$ cat config.mk
export PLATFORM = sky130hd
export DESIGN_NAME = stim_check_seq
export DESIGN_NICKNAME = d
export VERILOG_FILES = /design/src/rtl/stim_check_seq.sv
export SDC_FILE = /design/constraint.sdc
export NUM_CORES = 1
export LEC_CHECK = 0
export BUFFER_PORTS_ARGS = -buffer_cell sky130_fd_sc_hd__clkbuf_2
export CAP_MARGIN = 15
export CORE_MARGIN = 2
export CORE_UTILIZATION = 47
export DETAILED_ROUTE_END_ITERATION = 16
export PLACE_DENSITY = 0.8
export SLEW_MARGIN = 20
export SYNTH_ARGS = -nofsm -noshare
export SYNTH_HDL_FRONTEND = slang
export SYNTH_SLANG_ARGS = --single-unit
$ cat constraint.sdc
create_clock -name clock -period 2.1 [get_ports clock]
set_input_delay 0.42 -clock clock [delete_from_list [all_inputs] [get_ports clock]]
set_output_delay 0.42 -clock clock [all_outputs]
set_load 0.05 [all_outputs]
$ cat src/rtl/stim_check_seq.sv
// Exhaustive two-operand stimulus sequencer with a latency-matched golden compare of the DUT result.
// Build option STIM_CHECK_STOP_ON_FAIL_EN: end the run at the first mismatch.
module stim_check_seq #(
  parameter int WIDTH = 1,
  parameter int OP    = 0,
  parameter int LAT   = 0,
  parameter int HOLD  = 16
) (
  input  logic             clock,
  input  logic             reset,
  input  logic             start,
  output logic [WIDTH-1:0] a,
  output logic [WIDTH-1:0] b,
  input  logic [WIDTH-1:0] y,
  output logic             busy,
  output logic             done,
  output logic             pass,
  output logic             fail,
  output logic [7:0]       err_count,
  output logic [15:0]      fail_step
);

  localparam int          KW     = 2 * WIDTH;
  localparam logic [KW:0] LAST_K = {1'b0, {KW{1'b1}}};
  localparam logic [KW:0] K_ONE  = {{KW{1'b0}}, 1'b1};
  localparam logic [7:0]  HOLD_V = 8'(HOLD);
  localparam logic [3:0]  LAT_V  = 4'(LAT);

  typedef enum logic [2:0] {
    ST_IDLE  = 3'd0,
    ST_WAIT  = 3'd1,
    ST_RUN   = 3'd2,
    ST_DRAIN = 3'd3,
    ST_DONE  = 3'd4
  } state_t;

  function automatic logic [WIDTH-1:0] golden(input logic [WIDTH-1:0] x, input logic [WIDTH-1:0] z);
    logic [WIDTH-1:0] r;
    case (OP)
      32'sd1:  r = x & z;
      32'sd2:  r = x | z;
      32'sd3:  r = x ^ z;
      32'sd4:  r = ~(x | z);
      32'sd5:  r = ~(x ^ z);
      default: r = ~(x & z);
    endcase
    return r;
  endfunction

  state_t           state_r;
  logic [7:0]       hold_r;
  logic [KW:0]      kcnt_r;
  logic [3:0]       dcnt_r;
  logic [WIDTH-1:0] a_r, b_r;
  logic             busy_r, done_r, pass_r, fail_r;
  logic [7:0]       err_r;
  logic [15:0]      step_r;

  // Stage 0 is loaded together with a/b; stage LAT lines up with y.
  logic             dl_v_r [0:LAT];
  logic [WIDTH-1:0] dl_e_r [0:LAT];
  logic [KW-1:0]    dl_k_r [0:LAT];

  logic [WIDTH-1:0] exp_s;
  logic             mism_s;
  logic             fail_nx_s;

  assign a         = a_r;
  assign b         = b_r;
  assign busy      = busy_r;
  assign done      = done_r;
  assign pass      = pass_r;
  assign fail      = fail_r;
  assign err_count = err_r;
  assign fail_step = step_r;

  // Golden value for the vector about to be driven, and the compare at the delay-line tail.
  always_comb begin
    exp_s  = golden(kcnt_r[WIDTH-1:0], kcnt_r[KW-1:WIDTH]);
    mism_s = 1'b0;
    if (dl_v_r[LAT]) begin
      // Written as equal/else so an unknown y lands on the mismatch branch.
      if (y == dl_e_r[LAT]) begin
        mism_s = 1'b0;
      end else begin
        mism_s = 1'b1;
      end
    end else begin
      mism_s = 1'b0;
    end
    fail_nx_s = fail_r | mism_s;
  end

  // Sequencer FSM, delay line and result bookkeeping.
  always_ff @(posedge clock or negedge reset) begin
    if (!reset) begin
      state_r <= ST_IDLE;
      hold_r  <= 8'd0;
      kcnt_r  <= '0;
      dcnt_r  <= 4'd0;
      a_r     <= '0;
      b_r     <= '0;
      busy_r  <= 1'b0;
      done_r  <= 1'b0;
      pass_r  <= 1'b0;
      fail_r  <= 1'b0;
      err_r   <= 8'd0;
      step_r  <= 16'd0;
      for (int i = 0; i <= LAT; i++) begin
        dl_v_r[i] <= 1'b0;
        dl_e_r[i] <= '0;
        dl_k_r[i] <= '0;
      end
    end else begin
      for (int i = LAT; i >= 1; i--) begin
        dl_v_r[i] <= dl_v_r[i-1];
        dl_e_r[i] <= dl_e_r[i-1];
        dl_k_r[i] <= dl_k_r[i-1];
      end
      dl_v_r[0] <= 1'b0;

      if (mism_s) begin
        if (err_r != 8'd255) begin
          err_r <= err_r + 8'd1;
        end
        if (!fail_r) begin
          fail_r <= 1'b1;
          step_r <= 16'(dl_k_r[LAT]);
        end
      end

      case (state_r)
        ST_IDLE, ST_DONE: begin
          if (start) begin
            busy_r  <= 1'b1;
            done_r  <= 1'b0;
            pass_r  <= 1'b0;
            fail_r  <= 1'b0;
            err_r   <= 8'd0;
            step_r  <= 16'd0;
            kcnt_r  <= '0;
            hold_r  <= HOLD_V;
            state_r <= (HOLD_V == 8'd0) ? ST_RUN : ST_WAIT;
          end
        end
        ST_WAIT: begin
          if (hold_r <= 8'd1) begin
            hold_r  <= 8'd0;
            state_r <= ST_RUN;
          end else begin
            hold_r <= hold_r - 8'd1;
          end
        end
        ST_RUN: begin
          a_r       <= kcnt_r[WIDTH-1:0];
          b_r       <= kcnt_r[KW-1:WIDTH];
          dl_v_r[0] <= 1'b1;
          dl_e_r[0] <= exp_s;
          dl_k_r[0] <= kcnt_r[KW-1:0];
          kcnt_r    <= kcnt_r + K_ONE;
          if (kcnt_r == LAST_K) begin
            dcnt_r  <= 4'd0;
            state_r <= ST_DRAIN;
          end
        end
        ST_DRAIN: begin
          // The final drain cycle carries the compare of the last vector.
          if (dcnt_r == LAT_V) begin
            state_r <= ST_DONE;
            busy_r  <= 1'b0;
            done_r  <= 1'b1;
            pass_r  <= ~fail_nx_s;
          end else begin
            dcnt_r <= dcnt_r + 4'd1;
          end
        end
        default: begin
          state_r <= ST_IDLE;
          busy_r  <= 1'b0;
        end
      endcase

`ifdef STIM_CHECK_STOP_ON_FAIL_EN
      if (mism_s && !fail_r) begin
        state_r <= ST_DONE;
        busy_r  <= 1'b0;
        done_r  <= 1'b1;
        pass_r  <= 1'b0;
        a_r     <= a_r;
        b_r     <= b_r;
        kcnt_r  <= kcnt_r;
        for (int i = 0; i <= LAT; i++) begin
          dl_v_r[i] <= 1'b0;
        end
      end
`else
      if (err_r == 8'd255) begin
        err_r <= 8'd255;
      end
`endif
    end
  end

endmodule

; Yosys cells after proc, flatten, opt, wreduce, memory -nomap -nowiden
; Cells that the tools add are included.
[word_totals]
output_inout_bits = 30
rom_bits = 0
mem_count = 0
ramBits = 0
latchBits = 0
reg_bits = 52
inputBits = 4
elab_cells = 88
[classes]
bitwise_logic = 5
n_reduce_logical = 14
order_cmp = 1
shift = 0
div = 0
n_eq_ne = 13
mux = 36
add_sub_neg = 4
multipliers = 0
[ops]
columns = cell, n
row1 = two-way mux 16 bit, 4
row2 = two-way mux 8 bit, 7
row3 = case mux 8 bit (2 select lines), 1
row4 = two-way mux 3 bit, 5
row5 = case mux 3 bit (4 select lines), 1
row6 = two-way mux 1 bit, 11
row7 = "inequality test 2 bit, second input constant", 5
row8 = "== test 3 x 2 -> 1 bit, second input constant", 3
row9 = AND reduction 3 bit, 3
row10 = "adder 8 x 1 -> 8 bit, second input constant", 1
row11 = "== test 8 bit, second input constant", 1
row12 = "<= comparator 8 x 1 -> 1 bit, second input constant", 1
row13 = two-way mux 4 bit, 2
row14 = "inequality test 8 bit, second input constant", 1
row15 = case mux 4 bit (2 select lines), 1
row16 = nonzero test 2 bit, 4
row17 = "subtractor 8 x 1 -> 8 bit, second input constant", 1
row18 = case mux 3 bit (2 select lines), 1
row19 = "adder 4 x 1 -> 4 bit, second input constant", 1
row20 = logical NOT 4 bit, 1
row21 = case mux 1 bit (2 select lines), 2
row22 = AND reduction 2 bit, 2
row23 = AND reduction 4 bit, 1
row24 = OR reduction 2 bit, 2
row25 = other kinds (9), 11

; Logic depth before layout (Yosys ltp)
[depth]
depth_word = 7
mapped_depth = 7
depth_no_buf = 6

; Worst setup path before layout
; No wires, ideal clock.
[synth_timing]
path_kind = register to register
start = reg err_r[0], in the netlist err_count[0]
end = reg err_r[4], in the netlist err_count[4]
arrival_ns = 1.466
setup_ns = 0.135
period_less_slack_ns = 1.601
t_required_ns = 1.965
slack_ns = 0.499
stages_incl_launch_ff = 6
n_path_buf = 0
path_cell_list = dfrtp_1 > ha_1 > nand2_1 > nor4b_2 > xnor2_1 > o21ai_0
[synth_via]
elab_chain_cells = 6
word_cells_on_any_way = 8
classes_between = add/sub: 1 / eq/ne: 2 / mux: 5
[synth_lines]
columns = element, line_no
row1 = start: declaration, 56  ; logic [7:0] err_r;
row2 = start signal: assignment, 124  ; err_r <= err_r + 8'd1;
row3 = adder 8 x 1 -> 8 bit / inequality test 8 bit (equally long branches), "124, 123"
row4 = two-way mux 8 bit, 123  ; if (err_r != 8'd255) begin
row5 = two-way mux 8 bit, 122  ; if (mism_s) begin
row6 = two-way mux 8 bit, 134  ; if (start) begin
row7 = two-way mux 8 bit, 132  ; case (state_r)
row8 = two-way mux 8 bit *, 197  ; if (err_r == 8'd255) begin
; Mark *: on every way between the ends. The rest lies on a longest branch, timed or not.
; A chain may end at the register's enable or synchronous reset.

; Final worst setup path
[layout_timing]
start = reg hold_r[0]
end = reg hold_r[5]
[layout_via]
elab_chain_cells = 3
word_cells_on_any_way = 4
classes_between = add/sub: 1 / order compare: 1 / mux: 2
[layout_lines]
columns = element, line_no
row1 = start: declaration, 51  ; logic [7:0] hold_r;
row2 = start signal: assignment, 151  ; hold_r <= hold_r - 8'd1;
row3 = subtractor 8 x 1 -> 8 bit / <= comparator 8 x 1 -> 1 bit (equally long branches), "151, 147"
row4 = two-way mux 8 bit *, 147  ; if (hold_r <= 8'd1) begin
row5 = case mux 8 bit (2 select lines) *, 132
; Marks and branches as above.

==> run metrics <==
period utilisation layout 0.891; core box area 4750 µm²; number of synthesized register bits 50; critical path startpoint hold_r[0]; sequential share of the synthesized area 0.537; CTS tree yes; CTS hold repair buffers 0; Rel. slew slack 0.592; Worst-path clk slew 0.10 ns; maximum fanout along the worst path 12; dpl cells 316; TritonCTS Sinks 50; post-synthesis async set-or-reset flop share 1.00; top-count cell post-synth dfrtp_1; Max Fclk 0.534 GHz; Max Buffers Root-to-Sink 2; CP required 2.31 ns; via count 1729; post-CTS setup buffers 0; global-route wire length before repair 7200 µm; Power per Cell Area 1290 nW/µm²; area of the multi-input gates 1010 µm²; sequential cell area 1250 µm²; clk_lat worst skew 0.31 ns; Cell Count, Final, Fillers Out 324; total gr overflow 0; Setup CP Type flip-flop to flip-flop; Worst IR Drop VDD 0.000691 V; worst r2r src hold_r[0]; synth-to-layout area growth 14.7%; Synth top cells by count dfrtp_1 (50), nand2_1 (22), o21ai_0 (18); post-synth net total 229; Mean Syn Cell Area 10.7 µm²; drt total wl 4280 µm; WL per Instance 13.2 µm; worst-margin pin slew 0.610 ns; share of cells above drive strength 1 0.222; H-tree depth 2; Post-DP Area 2580 µm²; predominant post-synthesis flop cell dfrtp_1; RSZ-0062 raised after global routing false; fill cell count 434; clk root buf clkbuf_8; clock skew 0.00301 ns; top cell type's share of synthesized area 0.537; # setup viols final 0; die extent in y 74.4 µm; IO Count 34; Routed Antenna Nets 0; CP startpoint kind flip-flop; Yosys cell types 44; # diodes 0; worst path arrival time 2.08 ns; post-layout min period 1.87 ns; # nets final 267; synth top area cells dfrtp_1 (54%), o21ai_0 (3.9%), and2_1 (3.8%), ha_1 (3.8%), nand2_1 (3.5%); outcome completed; largest net degree at the start of global routing 51; post_cts resized 0; total CTS buffers 5; Post-Syn Area 2330 µm²; Final Hold Viols 0; vias in the first global route 1553; post-route setup TNS 0 ns; RePlAce Congestion 0.846; HPWL after DPL 3040 µm; effective utilization at floorplan 0.490; row cnt 25; 1st-iter DRT viols 103; Cells after Synth 218; number of antenna violations at the first check in global routing 0; Via-to-Cell Ratio 5.34; Pleak 0.00127 µW; drt pass-1 iters 4; drc violations 0; hold crit path type primary input to asynchronous set/reset pin; port buffer count 33; die area 5540 µm²; PnR Total Power 3450 µW; utilization after layout 0.562; Slew Viols, Final 0; total track usage 0.169; Syn. warnings 0; number of synthesized flops with an enable pin 0; CP Capture Type flip-flop; max_cap viols 0; Chip Width 74.4 µm; fin area 2670 µm²; most area-hungry cell type in the Yosys netlist dfrtp_1
## cell type report
| type | count | share of cell area |
|---|---|---|
| Tap cell | 67 | 0.0314 |
| Timing Repair Buffer | 37 | 0.0730 |
| Inverter | 9 | 0.0126 |
| Clock buffer | 5 | 0.0257 |
| Sequential cell | 50 | 0.468 |
| Clock inverter | 3 | 0.0108 |
| Multi-Input combinational cell | 153 | 0.379 |
## layout by cell type (no fill, tap or decap), drive strengths merged
cell / count
mux2i: 2
nand2: 22
a311o: 1
nor4: 1
clkinv: 1
nand4: 1
nor3b: 5
mux2: 3
ha: 7
or3: 4
o211ai: 1
a21o: 3
nor3: 6
nand3: 5
inv: 11
a22o: 3
nor4b: 1
xor2: 2
buf: 4
o31a: 1
dfrtp: 50
o21ai: 20
and4bb: 1
o2bb2ai: 1
o22ai: 1
or4: 1
xnor2: 6
a32o: 2
a22oi: 1
o31ai: 4
and2: 14
nand2b: 7
nor2: 16
o41ai: 2
nor2b: 2
a21boi: 1
clkbuf: 38
a21oi: 6
## flip-flops by register name, summed over array words and instances (netlist names)
signal and flops:
fail_step 16, err_count 8, hold_r 8, dcnt_r 4, kcnt_r 3, state_r 3
b 1, busy 1, dl_e_r 1, dl_k_r 1, dl_v_r 1, done 1
fail 1, pass 1
## per-layer routing
| metal | wire, µm | vias to the layer above | share of wire | GRT usage |
|---|---|---|---|---|
| li1 | - | 834 | - | - |
| met4 | 46 | 0 | 0.011 | 0.0397 |
| met3 | 180 | 7 | 0.042 | 0.0542 |
| met5 | 0 | - | 0 | 0 |
| met1 | 2020 | 853 | 0.47 | 0.241 |
| met2 | 2030 | 35 | 0.47 | 0.252 |
## logic make-up (layout without fill, tap and decap cells)
kind of cell / after synthesis / count (layout) / synth area share
mux: 5 / 5 / 0.0231
fa+ha+maj: 7 / 7 / 0.0376
simple gates: 86 / 86 / 0.205
compound gates: 47 / 47 / 0.136
buf+inv: 15 / 54 / 0.0290
xor+xnor: 8 / 8 / 0.0333
flops: 50 / 50 / 0.537
## final timing paths
kind                            endpoint  slack [ns]  cells after the start
setup / recovery               hold_r[5]        0.23                      6
hold / removal                 dcnt_r[0]        0.19                      2
setup reg to reg               hold_r[5]        0.23                      6
hold reg to reg                hold_r[7]        0.49                      1
max in group asynchronous  fail_step[12]        1.51                      2
min in group clock            state_r[2]        0.33                      2
## worst max-delay path, cell delays in order (launching register included)
cell and delay, ns:
dfrtp_1 0.47, inv_1 0.09, ha_1 0.21, nor2_1 0.10
o31ai_4 0.53, o21ai_0 0.18, a21o_1 0.20
## power breakdown
group          switching, µW  internal [µW]
clock                    352            250
sequential               266           1180
combinational            904            499
## through the flow
stage / setup slack [ns] / hold slack (ns)
floorplan: 0.499 / 0.124
CTS: 0.243 / 0.224
detailed placement: 0.263 / 0.464
finish: 0.228 / 0.189
global placement: 0.299 / 0.461
global route: 0.100 / 0.240
No activity file was read; power rests on OpenSTA's default activity.
